===== src/rtl/imem_arbiter_if.sv =====
`default_nettype none
// +----------------------------------------------------------------------------+
// | Module      : imem_arbiter_if                                              |
// | Description : Requester and memory-side signals of the instruction-memory |
// |               arbiter. Directions in names are as seen by the arbiter.    |
// | Revision    : 1.0                                                          |
// +----------------------------------------------------------------------------+
interface imem_arbiter_if;
    // Fetch requester
    logic        f_req_i;
    logic [31:0] f_addr_i;
    logic        f_gnt_o;
    logic        f_rvalid_o;
    logic [15:0] f_rdata_o;
    logic        f_err_o;

    // Debug requester
    logic        d_req_i;
    logic [31:0] d_addr_i;
    logic        d_gnt_o;
    logic        d_rvalid_o;
    logic [15:0] d_rdata_o;
    logic        d_err_o;

    // Instruction memory
    logic [31:0] mem_pc_o;
    logic [15:0] mem_data_i;

    modport slave (
        input  f_req_i, f_addr_i,
        output f_gnt_o, f_rvalid_o, f_rdata_o, f_err_o,
        input  d_req_i, d_addr_i,
        output d_gnt_o, d_rvalid_o, d_rdata_o, d_err_o,
        output mem_pc_o,
        input  mem_data_i
    );

    modport master (
        output f_req_i, f_addr_i,
        input  f_gnt_o, f_rvalid_o, f_rdata_o, f_err_o,
        output d_req_i, d_addr_i,
        input  d_gnt_o, d_rvalid_o, d_rdata_o, d_err_o,
        input  mem_pc_o,
        output mem_data_i
    );
endinterface
`default_nettype wire


===== src/rtl/imem_arbiter.sv =====
`default_nettype none
// +----------------------------------------------------------------------------+
// | Module      : imem_arbiter                                                 |
// | Description : Fixed-priority fetch/debug arbiter for the single registered |
// |               instruction-memory read port, with debug starvation guard.  |
// |               Optional: IMEM_ARB_ALIGN_CHECK_EN flags odd-address reads.   |
// | Revision    : 1.0                                                          |
// +----------------------------------------------------------------------------+
module imem_arbiter #(
    parameter int unsigned MAX_WAIT = 4
) (
    input  wire logic     clk_i,
    input  wire logic     rst_ni,
    imem_arbiter_if.slave bus
);

    localparam logic [7:0] C_MAX_WAIT = MAX_WAIT[7:0];

    typedef enum logic [1:0] {
        OWN_NONE = 2'd0,
        OWN_F    = 2'd1,
        OWN_D    = 2'd2
    } own_e;

    // ------------------------------------------------------------------------
    // State
    // ------------------------------------------------------------------------
    own_e        own_q,       own_d;
    logic [7:0]  starve_q,    starve_d;
    logic [31:0] last_addr_q, last_addr_d;
`ifdef IMEM_ARB_ALIGN_CHECK_EN
    logic        mis_q,       mis_d;
`endif

    // ------------------------------------------------------------------------
    // Combinational signals
    // ------------------------------------------------------------------------
    logic        w_d_starved;
    logic        w_f_gnt;
    logic        w_d_gnt;
    logic [31:0] w_mem_pc;
    logic [15:0] w_rsp_data;
    logic        w_rsp_err;
    logic        w_f_rvalid;
    logic        w_d_rvalid;

    // Arbitration; rst_ni gating keeps grants low for the whole reset window.
    always_comb begin
        w_d_starved = (starve_q == C_MAX_WAIT) && bus.d_req_i;
        w_f_gnt     = 1'b0;
        w_d_gnt     = 1'b0;
        if (rst_ni) begin
            if (w_d_starved) begin
                w_d_gnt = 1'b1;
            end else if (bus.f_req_i) begin
                w_f_gnt = 1'b1;
            end else if (bus.d_req_i) begin
                w_d_gnt = 1'b1;
            end
        end
    end

    always_comb begin
        w_mem_pc = last_addr_q;
        if (w_f_gnt) begin
            w_mem_pc = bus.f_addr_i;
        end else if (w_d_gnt) begin
            w_mem_pc = bus.d_addr_i;
        end
    end

    // Next-state: owner, idle address hold and starvation counter.
    always_comb begin
        own_d       = OWN_NONE;
        last_addr_d = w_mem_pc;
        starve_d    = starve_q;
        if (w_f_gnt) begin
            own_d = OWN_F;
        end else if (w_d_gnt) begin
            own_d = OWN_D;
        end

        if (w_d_gnt) begin
            starve_d = 8'd0;
        end else if (bus.d_req_i && (starve_q != C_MAX_WAIT)) begin
            starve_d = starve_q + 8'd1;
        end
    end

`ifdef IMEM_ARB_ALIGN_CHECK_EN
    always_comb begin
        mis_d = (w_f_gnt || w_d_gnt) && w_mem_pc[0];
    end
`endif

    always_ff @(posedge clk_i or negedge rst_ni) begin
        if (!rst_ni) begin
            own_q       <= OWN_NONE;
            starve_q    <= 8'd0;
            last_addr_q <= 32'd0;
        end else begin
            own_q       <= own_d;
            starve_q    <= starve_d;
            last_addr_q <= last_addr_d;
        end
    end

`ifdef IMEM_ARB_ALIGN_CHECK_EN
    always_ff @(posedge clk_i or negedge rst_ni) begin
        if (!rst_ni) begin
            mis_q <= 1'b0;
        end else begin
            mis_q <= mis_d;
        end
    end
`endif

    // ------------------------------------------------------------------------
    // Response routing: only the owner sees data, everything else reads zero.
    // ------------------------------------------------------------------------
    always_comb begin
`ifdef IMEM_ARB_ALIGN_CHECK_EN
        w_rsp_data = mis_q ? 16'h0000 : bus.mem_data_i;
        w_rsp_err  = mis_q;
`else
        w_rsp_data = bus.mem_data_i;
        w_rsp_err  = 1'b0;
`endif
        w_f_rvalid = (own_q == OWN_F);
        w_d_rvalid = (own_q == OWN_D);
    end

    assign bus.f_gnt_o    = w_f_gnt;
    assign bus.d_gnt_o    = w_d_gnt;
    assign bus.mem_pc_o   = w_mem_pc;

    assign bus.f_rvalid_o = w_f_rvalid;
    assign bus.f_rdata_o  = w_f_rvalid ? w_rsp_data : 16'h0000;
    assign bus.f_err_o    = w_f_rvalid && w_rsp_err;

    assign bus.d_rvalid_o = w_d_rvalid;
    assign bus.d_rdata_o  = w_d_rvalid ? w_rsp_data : 16'h0000;
    assign bus.d_err_o    = w_d_rvalid && w_rsp_err;

endmodule
`default_nettype wire


===== src/flat_wrapper.sv =====
// flat-port wrapper written by rule: the top's interface ports become plain ports
module imem_arbiter_flat 
#(
    parameter int unsigned MAX_WAIT = 4
)
  (clk_i, rst_ni, bus_f_req_i, bus_f_addr_i, bus_f_gnt_o, bus_f_rvalid_o, bus_f_rdata_o, bus_f_err_o, bus_d_req_i, bus_d_addr_i, bus_d_gnt_o, bus_d_rvalid_o, bus_d_rdata_o, bus_d_err_o, bus_mem_pc_o, bus_mem_data_i);
  imem_arbiter_if bus_i ();
  input  wire logic clk_i;
  input  wire logic rst_ni;
  input wire logic [$bits(bus_i.f_req_i)-1:0] bus_f_req_i;
  input wire logic [$bits(bus_i.f_addr_i)-1:0] bus_f_addr_i;
  output wire logic [$bits(bus_i.f_gnt_o)-1:0] bus_f_gnt_o;
  output wire logic [$bits(bus_i.f_rvalid_o)-1:0] bus_f_rvalid_o;
  output wire logic [$bits(bus_i.f_rdata_o)-1:0] bus_f_rdata_o;
  output wire logic [$bits(bus_i.f_err_o)-1:0] bus_f_err_o;
  input wire logic [$bits(bus_i.d_req_i)-1:0] bus_d_req_i;
  input wire logic [$bits(bus_i.d_addr_i)-1:0] bus_d_addr_i;
  output wire logic [$bits(bus_i.d_gnt_o)-1:0] bus_d_gnt_o;
  output wire logic [$bits(bus_i.d_rvalid_o)-1:0] bus_d_rvalid_o;
  output wire logic [$bits(bus_i.d_rdata_o)-1:0] bus_d_rdata_o;
  output wire logic [$bits(bus_i.d_err_o)-1:0] bus_d_err_o;
  output wire logic [$bits(bus_i.mem_pc_o)-1:0] bus_mem_pc_o;
  input wire logic [$bits(bus_i.mem_data_i)-1:0] bus_mem_data_i;
  assign bus_i.f_req_i = bus_f_req_i;
  assign bus_i.f_addr_i = bus_f_addr_i;
  assign bus_f_gnt_o = bus_i.f_gnt_o;
  assign bus_f_rvalid_o = bus_i.f_rvalid_o;
  assign bus_f_rdata_o = bus_i.f_rdata_o;
  assign bus_f_err_o = bus_i.f_err_o;
  assign bus_i.d_req_i = bus_d_req_i;
  assign bus_i.d_addr_i = bus_d_addr_i;
  assign bus_d_gnt_o = bus_i.d_gnt_o;
  assign bus_d_rvalid_o = bus_i.d_rvalid_o;
  assign bus_d_rdata_o = bus_i.d_rdata_o;
  assign bus_d_err_o = bus_i.d_err_o;
  assign bus_mem_pc_o = bus_i.mem_pc_o;
  assign bus_i.mem_data_i = bus_mem_data_i;
  imem_arbiter #(.MAX_WAIT(MAX_WAIT)) u_core (.clk_i(clk_i), .rst_ni(rst_ni), .bus(bus_i));
endmodule

===== config.mk =====
export PLATFORM = sky130hd
export DESIGN_NAME = imem_arbiter_flat
export DESIGN_NICKNAME = d
export VERILOG_FILES = /design/src/rtl/imem_arbiter_if.sv /design/src/rtl/imem_arbiter.sv /design/src/flat_wrapper.sv
export SDC_FILE = /design/constraint.sdc
export NUM_CORES = 1
export LEC_CHECK = 0
export ABC_AREA = 1
export CORE_MARGIN = 3
export CORE_UTILIZATION = 25
export CTS_CLUSTER_DIAMETER = 60
export DETAILED_ROUTE_END_ITERATION = 8
export PLACE_DENSITY = 0.67
export SLEW_MARGIN = 5
export SYNTH_ARGS = -nofsm -noshare
export SYNTH_HDL_FRONTEND = slang
export SYNTH_SLANG_ARGS = --single-unit

===== constraint.sdc =====
create_clock -name clk_i -period 4.3 [get_ports clk_i]
set_input_delay 0.86 -clock clk_i [delete_from_list [all_inputs] [get_ports clk_i]]
set_output_delay 0.86 -clock clk_i [all_outputs]
set_load 0.02 [all_outputs]

# Word-level counts from Yosys, hierarchy flattened
# Cells that the tools add are included.
[totals] ff_bits=42 in_bits=84 output_inout_bits=70 word_cells=26
[op_classes] add_sub_neg=1 eq_ne=4 muxes=15 n_reduce_logical=3
[op_table] operator="2-to-1 mux 32 bit" count=2
[op_table] operator="2-to-1 mux 16 bit" count=2
[op_table] operator="2-to-1 mux 8 bit" count=2
[op_table] operator="adder 8 x 1 -> 8 bit, second input constant" count=1
[op_table] operator="equality test 8 x 3 -> 1 bit, second input constant" count=1
[op_table] operator="inequality test 8 x 3 -> 1 bit, second input constant" count=1
[op_table] operator="2-to-1 mux 1 bit" count=7
[op_table] operator="2-to-1 mux 2 bit" count=2
[op_table] operator="equality test 2 x 1 -> 1 bit, second input constant" count=1
[op_table] operator="equality test 2 bit, second input constant" count=1
[op_table] operator="logical AND 1 bit" count=2
[op_table] operator="nonzero test 2 bit" count=1

# Longest topological paths before layout
# Gate-level depths: netlist of run 1.
[logic_depth] ltp_word=6 mapped_depth=10 ltp_nobuf=9

# Worst setup path after synthesis of run 1
# Ideal clock, no wire load.
[synth_path] path_kind="input -> output" startpoint="input rst_ni" endpoint="output bus_mem_pc_o[11]" arrival_time_ns=1.796 path_slack_ns=1.644 cell_stages=6 n_path_buf=1 cell_sequence="nand2_1 clkinv_1 buf_1 nand3_1 nand3_1 nand2_1"
[synth_via] elab_chain_cells=3 elab_cells_between_ends=4 cone_classes="mux: 4"
[synth_lines] element="start, declared" line="flat_wrapper.sv:9" text="input wire logic rst_ni;"
[synth_lines] element="2-to-1 mux 1 bit" line="imem_arbiter.sv:52" text="if (rst_ni) begin"
[synth_lines] element="2-to-1 mux 32 bit" line="imem_arbiter.sv:67" text="end else if (w_d_gnt) begin"
[synth_lines] element="2-to-1 mux 32 bit *" line="imem_arbiter.sv:65" text="if (w_f_gnt) begin"
[synth_lines] element="end, declared" line="flat_wrapper.sv:22" text="output wire logic [$bits(bus_i.mem_pc_o)-1:0] bus_mem_pc_o;"
# Mark *: on every way between the ends. The rest lies on a longest branch, timed or not.

# Worst setup path in the final report of run 1
[layout_path] startpoint="input bus_d_req_i" endpoint="output bus_mem_pc_o[0]"
[layout_via] elab_chain_cells=6 elab_cells_between_ends=9 cone_classes="mux: 8; reduce/logical: 1"
[layout_lines] element="start, declared" line="flat_wrapper.sv:16" text="input wire logic [$bits(bus_i.d_req_i)-1:0] bus_d_req_i;"
[layout_lines] element="2-to-1 mux 1 bit" line="imem_arbiter.sv:57" text="end else if (bus.d_req_i) begin"
[layout_lines] element="2-to-1 mux 1 bit" line="imem_arbiter.sv:55" text="end else if (bus.f_req_i) begin"
[layout_lines] element="2-to-1 mux 1 bit" line="imem_arbiter.sv:53" text="if (w_d_starved) begin"
[layout_lines] element="2-to-1 mux 1 bit" line="imem_arbiter.sv:52"
[layout_lines] element="2-to-1 mux 32 bit" line="imem_arbiter.sv:67"
[layout_lines] element="2-to-1 mux 32 bit *" line="imem_arbiter.sv:65"
# Marks and branches as above.

==> flow_metrics.tcl, run 1 <==
set metrics [dict create \
    postCtsHoldBufs 0 \
    finalCritPeriodShare 0.8911 \
    final_cell_mix "clkdlybuf4s50_1 (150), nand2_1 (116), inv_1 (96), nand3_1 (75), dfrtp_1 (42)" \
    place_congestion 0.7751 \
    ant_nets 0 \
    rsz0062_at_grt "no" \
    finalSetupTns_ps 0 \
    ios 154 \
    htree_levels 2 \
    cts_tree "done" \
    fin_skew_ps 5.626 \
    fmax_mhz 261.0 \
    antenna_found_initial 0 \
    power_frac_comb 0.475 \
    cp-startpoint "bus_d_req_i" \
    fin_hold_ws_ps 520.5 \
    hold_viol 0 \
    path_max_fanout 42 \
    vias 2914 \
    start_util 0.2581 \
    yosysWarningCount 0 \
    synth_area_mm2 0.002676 \
    endpoint_kind "output pin" \
    dr.first_iter.drc_count 147 \
    dp.final_hpwl_um 6510 \
    yosysTopAreaCell "dfrtp_1" \
    synth_compound_area_frac 0.01777 \
    synth_seq_area_share 0.3927 \
    post_drt_wl_per_cell_um 12.71 \
    setup_viol_count_final 0 \
    synth_top_area_share 0.3927 \
    layout_commonest_cell "clkdlybuf4s50_1" \
    grt-ovfl-total 0 \
    clock_sinks 42 \
    grt_first_pass_wirelength_um 13900 \
    areaGrowthSynthToFinish_pct 63.21 \
    power.switching_mw 0.5699 \
    cts-root-buf "clkbuf_8" \
    post-cts-setup-buffers 0 \
    status "completed" \
    synth-seq-cells 42 \
    wl_um 8807 \
    worst-setup-path-type "input pin to output pin" \
    synthXorXnorAreaFrac 0.006545 \
    post-route-min-period_ps 3832 \
    vias_per_cell 4.205 \
    worst_pin_slew_ps 628.3 \
    ir_drop_uv 173.3 \
    synth_top_family_by_area "simple AND/OR/NAND/NOR gates" \
    seqPwrFrac 0.345 \
    synthAdderAreaFrac 0.009350 \
    hold_class "input pin to async pin" \
    finalPower_mw 1.498 \
    worst_skew_pair.late_latency_ps 290 \
    required_ps 3440 \
    yosys.area_share.simple 0.3880 \
    leakage_nw 2.318 \
    cp_data_arrival_time_ps 2970 \
    switching_share 0.3804 \
    avgSynthCellArea_um2 6.512 \
    grt_max_degree 43 \
    die_x_um 109.5 \
    core_mm2 0.01037 \
    n_antenna_cell 0 \
    die_h_um 109.5 \
    relSlewSlack 0.5805 \
    die-area_mm2 0.01198 \
    syn_inst 411 \
    placed_cells 685 \
    firstDrtPassIters 4 \
    cts_buffers 5 \
    start_kind "input pin" \
    grt_use_total 0.1460 \
    finalMaxSlewViolations 0 \
    synth_cell_types 25 \
    regToRegStartpoint "u_core.starve_q[0]" \
    synth.area.mux_share 0 \
    clockPowerShare 0.180 \
    synth.area.top_cells "dfrtp_1 (39%), nand2_1 (16%), nand3_1 (14%)" \
    grt_pass1_vias 2775 \
    clk_pin_slew_ps 80 \
    p_per_area_mw_per_mm2 343.0 \
    drive_above_1_share 0.03770 \
    maxCapViolCount 0 \
    rows 37 \
    cts_resized 0 \
    fin_util 0.4212 \
    clk_path_buf_depth 2 \
    final_cell_count_no_fill 693 \
    io_buffers 151 \
    p_int_mw 0.9283 \
    route.detailed.drc 0 \
    nNetsFinal 642 \
]
[layout make-up]
| class | instances | area (um^2) |
|---|---|---|
| fill | 1085 | 6002 |
| tap | 136 | 170.2 |
| clock inverter | 1 | 5.005 |
| timing repair buffer | 157 | 1551 |
| inverter | 98 | 367.9 |
| sequential | 42 | 1051 |
| multi-input combinational | 252 | 1136 |
| clock buffer | 7 | 86.33 |
[logic make-up (layout without fill, tap and decap cells)]
logic type               Yosys count  in the layout
AND/OR/NAND/NOR                  240            240
other                              1              2
adder cells (fa/ha/maj)            2              2
XOR/XNOR                           2              2
flip-flops                        42             42
buffers and inverters            118            263
AO/OA/AOI/OAI                      6              6
[worst max-delay path, stage by stage]
cell and delay (ps):
clkdlybuf4s50_1 460, nand2_1 100, clkinv_1 250, nand2_4 460, nand2_1 100, nand3_1 90
nand2_1 70, clkdlybuf4s50_1 550
[registers in the layout, indices dropped and copies added (netlist names)]
| register | count |
|---|---|
| u_core.last_addr_q | 32 |
| u_core.starve_q | 8 |
| u_core.own_q | 2 |
[path summary, 6_finish.rpt]
path | endpoint | cells past startpoint | slack (ps)
worst min-delay path | u_core.last_addr_q[5] | 2 | 520
worst max-delay path | bus_mem_pc_o[0] | 8 | 470
min in group clk_i | u_core.starve_q[7] | 2 | 570
max in group asynchronous | u_core.last_addr_q[28] | 3 | 3110
worst max register to register | u_core.last_addr_q[0] | 8 | 2370
worst min register to register | u_core.starve_q[7] | 2 | 570
[power groups by stage]
stage | Combinational (mW) | Sequential, mW | Clock (mW)
floorplan | 0.399 | 0.517 | 0
global placement | 0.708 | 0.523 | 0
detailed placement | 0.719 | 0.525 | 0
CTS | 0.723 | 0.516 | 0.282
global route | 0.790 | 0.525 | 0.299
finish | 0.712 | 0.516 | 0.270
[Yosys cell counts]
| library cell | n |
|---|---|
| buf_1 | 1 |
| buf_2 | 7 |
| buf_4 | 5 |
| buf_6 | 3 |
| clkbuf_1 | 4 |
| clkinv_1 | 1 |
| conb_1 | 1 |
| dfrtp_1 | 42 |
| ha_1 | 2 |
| inv_1 | 96 |
| inv_2 | 1 |
| nand2_1 | 116 |
| nand2_2 | 1 |
| nand2_4 | 1 |
| nand3_1 | 75 |
| nand3_2 | 2 |
| nand3b_1 | 1 |
| nand4_1 | 7 |
| nor2_1 | 37 |
| o21ai_0 | 1 |
| o21ai_1 | 2 |
| o21ai_2 | 1 |
| o21ai_4 | 1 |
| o21bai_1 | 1 |
| xor2_1 | 2 |
[per-layer routing]
metal / track usage / vias to the layer above / part of all wire
met5: 0 / - / 0
met4: 0.02939 / 0 / 0.0079
met3: 0.02584 / 7 / 0.049
met2: 0.2611 / 64 / 0.51
met1: 0.1840 / 1334 / 0.43
li1: - / 1509 / -
[through the flow]
| step | worst slack [ps] | cell area, um^2 |
|---|---|---|
| 2_1_floorplan | 1644 | 2680 |
| 3_3_place_gp | 491.1 | 4277 |
| 3_5_place_dp | 423.6 | 4277 |
| 4_1_cts | 416.2 | 4368 |
| 5_1_grt | 238.6 | 4368 |
| 6_report | 468.2 | 4368 |
No activity file was read; power rests on OpenSTA's default activity.
==> run 2, diff against run 1 <==
--- a/config.mk
+++ b/config.mk
@@ -7,11 +7,12 @@
 export LEC_CHECK = 0
 export ABC_AREA = 1
 export CORE_MARGIN = 3
-export CORE_UTILIZATION = 25
+export CORE_UTILIZATION = 40
 export CTS_CLUSTER_DIAMETER = 60
 export DETAILED_ROUTE_END_ITERATION = 8
-export PLACE_DENSITY = 0.67
+export PLACE_DENSITY = 0.94
 export SLEW_MARGIN = 5
 export SYNTH_ARGS = -nofsm -noshare
 export SYNTH_HDL_FRONTEND = slang
 export SYNTH_SLANG_ARGS = --single-unit
+export TNS_END_PERCENT = 10
==> run 2 against run 1 <==
  * Worst setup slack got worse by 200 ps
  * Via count grew 3.8%
  * Clock-buffer cell count decreased by 2
  * Maximum frequency fell by 4.9%
  * Die area decreased by 36%
  * Register-to-register slack worse by 410 ps
  * Sequential power about the same
  * Critical path type is now flop to output pin
  * Largest cell class unchanged
==> flow_metrics.tcl, run 2 (same netlist as run 1, synthesis figures left out) <==
set metrics [dict create \
    status "completed" \
    top_regs "u_core.last_addr_q (32), u_core.starve_q (8), u_core.own_q (2)" \
    die-area_mm2 0.007708 \
    rsz0062_at_grt "no" \
    cp_data_arrival_time_ps 3170 \
    ir_drop_uv 236.8 \
    finalSetupTns_ps 0 \
    clk_path_buf_depth 2 \
    ant_nets 0 \
    dp.final_hpwl_um 6249 \
    fin_area_mm2 0.004275 \
    route.detailed.drc 0 \
    areaGrowthSynthToFinish_pct 59.75 \
    core_mm2 0.006422 \
    grt_use_total 0.2143 \
    ios 154 \
    busiest_layer "met2" \
    cts-root-buf "clkbuf_8" \
    fmax_mhz 248.1 \
    post_drt_wl_per_cell_um 13.46 \
    worst_pin_slew_ps 796.0 \
    clockPowerShare 0.163 \
    fin_skew_ps 5.643 \
    grt_max_degree 43 \
    seqPwrFrac 0.352 \
    switching_share 0.3861 \
    maxCapViolCount 0 \
    hold_viol 0 \
    worst-setup-path-type "flop to output pin" \
    antenna_found_initial 0 \
    rows 29 \
    die_h_um 87.80 \
    hold_class "flop to flop" \
    io_buffers 151 \
    clk_pin_slew_ps 70 \
    layout_commonest_cell "clkdlybuf4s50_1" \
    cts_buffers 5 \
    vias 3024 \
    relSlewSlack 0.4693 \
    place_area_mm2 0.004188 \
    worst_skew_pair.late_latency_ps 290 \
    place_congestion 0.8641 \
    use_met3 0.04516 \
    nNetsFinal 641 \
    dr.first_iter.drc_count 174 \
    power.switching_mw 0.5695 \
    finalCritPeriodShare 0.9372 \
    largest_register "u_core.last_addr_q" \
    path_max_fanout 42 \
    firstDrtPassIters 4 \
    cts_resized 0 \
    postCtsHoldBufs 0 \
    n_antenna_cell 0 \
    power_frac_comb 0.486 \
    post-route-min-period_ps 4030 \
    required_ps 3440 \
    cts_tree "done" \
    fill_cells 547 \
    grt_first_pass_wirelength_um 13190 \
    setup_viol_count_final 0 \
    final_cell_mix "clkdlybuf4s50_1 (150), nand2_1 (116), inv_1 (96), nand3_1 (75), dfrtp_1 (42)" \
    multi_input_area_mm2 0.001145 \
    endpoint_kind "output pin" \
    seqCellArea_mm2 0.001051 \
    wl_um 8509 \
    finalMaxSlewViolations 0 \
    leakage_nw 2.306 \
    drive_above_1_share 0.03604 \
    start_util 0.4167 \
    gr-usage-met2 0.3863 \
    use_met1 0.2595 \
    post-cts-setup-buffers 0 \
    grt-ovfl-total 0 \
    largest_register_ffs 32 \
    start_kind "flop" \
    vias_per_cell 4.785 \
    htree_levels 2 \
    die_x_um 87.80 \
    grt_pass1_vias 2907 \
    clock_sinks 42 \
    p_int_mw 0.9055 \
    p_per_area_mw_per_mm2 345.0 \
]
[run 2: stage by stage]
| stage | hold WS [ps] | setup slack, ps | instances | total power [mW] | util |
|---|---|---|---|---|---|
| after detailed placement | 553.1 | 274.7 | 624 | 1.234 | 0.6521 |
| after CTS | 571.9 | 24.61 | 631 | 1.475 | 0.6643 |
| after floorplan | 520.5 | 1644 | 412 | 0.9156 | - |
| after global routing | 607.1 | 80.07 | 632 | 1.574 | 0.6657 |
| after global placement | 538.8 | 310.2 | 624 | 1.214 | 0.6521 |
| final | 575.1 | 269.9 | 632 | 1.475 | 0.6657 |
[run 2: final timing paths]
check	from	cells after the start	slack, ps	endpoint
min in group asynchronous	rst_ni	2	710	u_core.last_addr_q[30]
max in group asynchronous	rst_ni	2	3210	u_core.starve_q[0]
hold / removal	u_core.last_addr_q[3]	4	580	u_core.last_addr_q[3]
setup / recovery	u_core.starve_q[0]	9	270	bus_mem_pc_o[24]
setup reg to reg	u_core.starve_q[0]	8	1960	u_core.last_addr_q[0]
hold reg to reg	u_core.last_addr_q[3]	4	580	u_core.last_addr_q[3]
[run 2: power by group through the flow]
stage / clock network [mW] / logic (mW) / registers [mW]
finish: 0.240 / 0.717 / 0.519
global route: 0.258 / 0.788 / 0.529
CTS: 0.244 / 0.712 / 0.519
detailed placement: 0 / 0.707 / 0.527
global placement: 0 / 0.692 / 0.522
floorplan: 0 / 0.399 / 0.517
[run 2: worst max-delay path: stages (launching register included)]
cell	delay [ps]
dfrtp_1	410
inv_1	160
ha_1	200
nand3_2	180
o21ai_4	530
nand2_4	420
nand2_1	150
nand3_1	90
nand2_1	110
clkdlybuf4s50_1	640
[run 2: final cells by class]
cell class	count	share of cell area
inverter	98	0.08604
multi-input combinational	253	0.2678
clock inverter	2	0.002341
clock buffer	5	0.01610
sequential	42	0.2458
timing repair buffer	155	0.3594
tap	77	0.02253
[run 2: per-layer routing]
layer / part of all wire / vias up
li1: - / 1509
met1: 0.39 / 1365
met2: 0.51 / 140
met3: 0.092 / 10
met4: 0.015 / 0
met5: 0 / -
==> run 3, diff against run 2 <==
--- a/config.mk
+++ b/config.mk
@@ -8,6 +8,7 @@
 export ABC_AREA = 1
 export CORE_MARGIN = 3
 export CORE_UTILIZATION = 40
+export CTS_BUF_LIST = sky130_fd_sc_hd__clkbuf_16
 export CTS_CLUSTER_DIAMETER = 60
 export DETAILED_ROUTE_END_ITERATION = 8
 export PLACE_DENSITY = 0.94
==> run 3 against run 2 <==
  * Global-route usage increased by 0.29 points
  * Cell count did not move
  * Combinational power is essentially flat
  * Sequential power hardly changed
  * Worst hold slack got worse by 7.5 ps
  * Core utilization rose by 0.88 points
  * Sequential share of layout area decreased by 0.32 points
  * Routed wire length grew 0.25%
  * Worst setup slack gained 22 ps
  * Register-to-register slack about the same
  * Largest cell class unchanged
==> flow_metrics.tcl, run 3 (same netlist as run 1, synthesis figures left out) <==
set metrics [dict create \
    cts-root-buf "clkbuf_16" \
    ir_drop_uv 266.9 \
    m1WireLength_um 3389 \
    slowest_delay_ps 610 \
    power.switching_mw 0.5829 \
    worst_slack_ps 291.8 \
    wl_met3_um 761 \
    cp-startpoint "u_core.starve_q[0]" \
    rsz0062_at_grt "no" \
    grt-ovfl-total 0 \
    dr.first_iter.drc_count 175 \
    multi_input_area_mm2 0.001145 \
    post_drt_wl_per_cell_um 13.50 \
    hold_viol 0 \
    largest_register "u_core.last_addr_q" \
    fin_skew_ps 6.016 \
    clockPowerShare 0.223 \
    worst_skew_pair.late_latency_ps 280 \
    clock_sinks 42 \
    ant_nets 0 \
    finalMaxSlewViolations 0 \
    met2_length_um 4280 \
    vias_per_cell 4.813 \
    finalPower_mw 1.590 \
    cts_buffers 5 \
    grt_max_degree 43 \
    wl_um 8530 \
    endpoint_kind "output pin" \
    fmax_mhz 249.5 \
    core_mm2 0.006422 \
    place_congestion 0.8641 \
    largest_register_ffs 32 \
    drive_above_1_share 0.03604 \
    ios 154 \
    io_buffers 151 \
    final_cell_mix "clkdlybuf4s50_1 (150), nand2_1 (116), inv_1 (96), nand3_1 (75), dfrtp_1 (42)" \
    worst-setup-path-type "flop to output pin" \
    cpLargestDelayFamily "simple AND/OR/NAND/NOR gates" \
    power_frac_comb 0.450 \
    vias 3042 \
    p_per_area_mw_per_mm2 367.0 \
    die_h_um 87.80 \
    seqPwrFrac 0.327 \
    grt_pass1_vias 2951 \
    fin_area_mm2 0.004332 \
    regToRegStartpoint "u_core.starve_q[0]" \
    post-route-min-period_ps 4008 \
    required_ps 3440 \
    maxCapViolCount 0 \
    worst_path_max_delay_cell "clkdlybuf4s50_1" \
    fill_cells 525 \
    die_x_um 87.80 \
    p_int_mw 1.007 \
    route.detailed.drc 0 \
    dp.final_hpwl_um 6249 \
    cts_tree "done" \
    min_from "u_core.last_addr_q[31]" \
    start_kind "flop" \
    cp_common_cell "nand2_1" \
    clk_path_buf_depth 2 \
    nNetsFinal 641 \
    cp_data_arrival_time_ps 3150 \
    grt_use_total 0.2172 \
    finalCritPeriodShare 0.9321 \
    layout_commonest_cell "clkdlybuf4s50_1" \
    start_util 0.4167 \
    clk_pin_slew_ps 60 \
    place_area_mm2 0.004188 \
    routed.top_layer "met4" \
    status "completed" \
    switching_share 0.3666 \
    areaGrowthSynthToFinish_pct 61.85 \
    rows 29 \
    relSlewSlack 0.4911 \
    top_regs "u_core.last_addr_q (32), u_core.starve_q (8), u_core.own_q (2)" \
    firstDrtPassIters 5 \
    setup_viol_count_final 0 \
    crit_buf_inv 2 \
    place_ws_ps 274.7 \
    n_antenna_cell 0 \
    finalSetupTns_ps 0 \
    seqCellArea_mm2 0.001051 \
    antenna_found_initial 0 \
    grt_first_pass_wirelength_um 13300 \
    cp_cell_sequence "inv_1 -> ha_1 -> nand3_2 -> o21ai_4 -> nand2_4 -> nand2_1 -> nand3_1 -> nand2_1 -> clkdlybuf4s50_1" \
    hold_class "flop to flop" \
    path_max_fanout 42 \
    htree_levels 2 \
    worst_pin_slew_ps 763.3 \
    die-area_mm2 0.007708 \
    leakage_nw 2.332 \
]
run 3: changes by cell type in the layout (fill, tap and decap cells not counted):
cell | before | now
clkbuf_16 | 0 | 5
clkbuf_8 | 5 | 0
run 3: power by group through the flow:
stage | combinational (mW) | clock [mW] | sequential [mW]
floorplan | 0.399 | 0 | 0.517
global placement | 0.692 | 0 | 0.522
detailed placement | 0.707 | 0 | 0.527
CTS | 0.713 | 0.362 | 0.520
global route | 0.787 | 0.372 | 0.530
finish | 0.715 | 0.355 | 0.520
run 3: layer usage:
layer,global-route usage,vias up
li1,-,1512
met1,0.2613,1367
met2,0.3890,154
met3,0.04516,9
met4,0.06416,0
met5,0,-
run 3: area by class of cell:
class / instances / area share
clock buffers: 5 / 0.02889
clock inverters: 2 / 0.002311
inverters: 98 / 0.08492
multi-input cells: 253 / 0.2643
flip-flops and latches: 42 / 0.2426
well taps: 77 / 0.02224
repair buffers: 155 / 0.3547
run 3: path summary, 6_finish.rpt:
path                                          end  slack, ps  cells after the start
min in group asynchronous  u_core.last_addr_q[30]        720                      2
hold / removal             u_core.last_addr_q[31]        570                      4
setup reg to reg           u_core.last_addr_q[29]       1970                      8
hold reg to reg            u_core.last_addr_q[31]        570                      4
setup / recovery                 bus_mem_pc_o[29]        290                      9
max in group asynchronous      u_core.starve_q[2]       3200                      2
run 3: stage by stage:
| stage | hold slack [ps] | cells | utilization |
|---|---|---|---|
| after floorplan | 520.5 | 412 | - |
| after global placement | 538.8 | 624 | 0.6521 |
| after detailed placement | 553.1 | 624 | 0.6521 |
| after CTS | 567.0 | 631 | 0.6731 |
| after global routing | 601.4 | 632 | 0.6745 |
| final | 567.6 | 632 | 0.6745 |
run 3: worst reg2reg max path: stages, from the launching register on:
cell and delay, ps:
dfrtp_1 410, inv_1 170, ha_1 200, nand3_2 170
o21ai_4 520, nand2_4 420, nand2_1 180, nand3_1 90
nand2_1 110
run 3: timing repair:
item | CTS | global route
hold endpoints to repair | 0 | 0
setup buffers | 0 | 0
hold buffers | 0 | 0
endpoints found under the setup margin | 0 | 32
resized for setup | 0 | 0
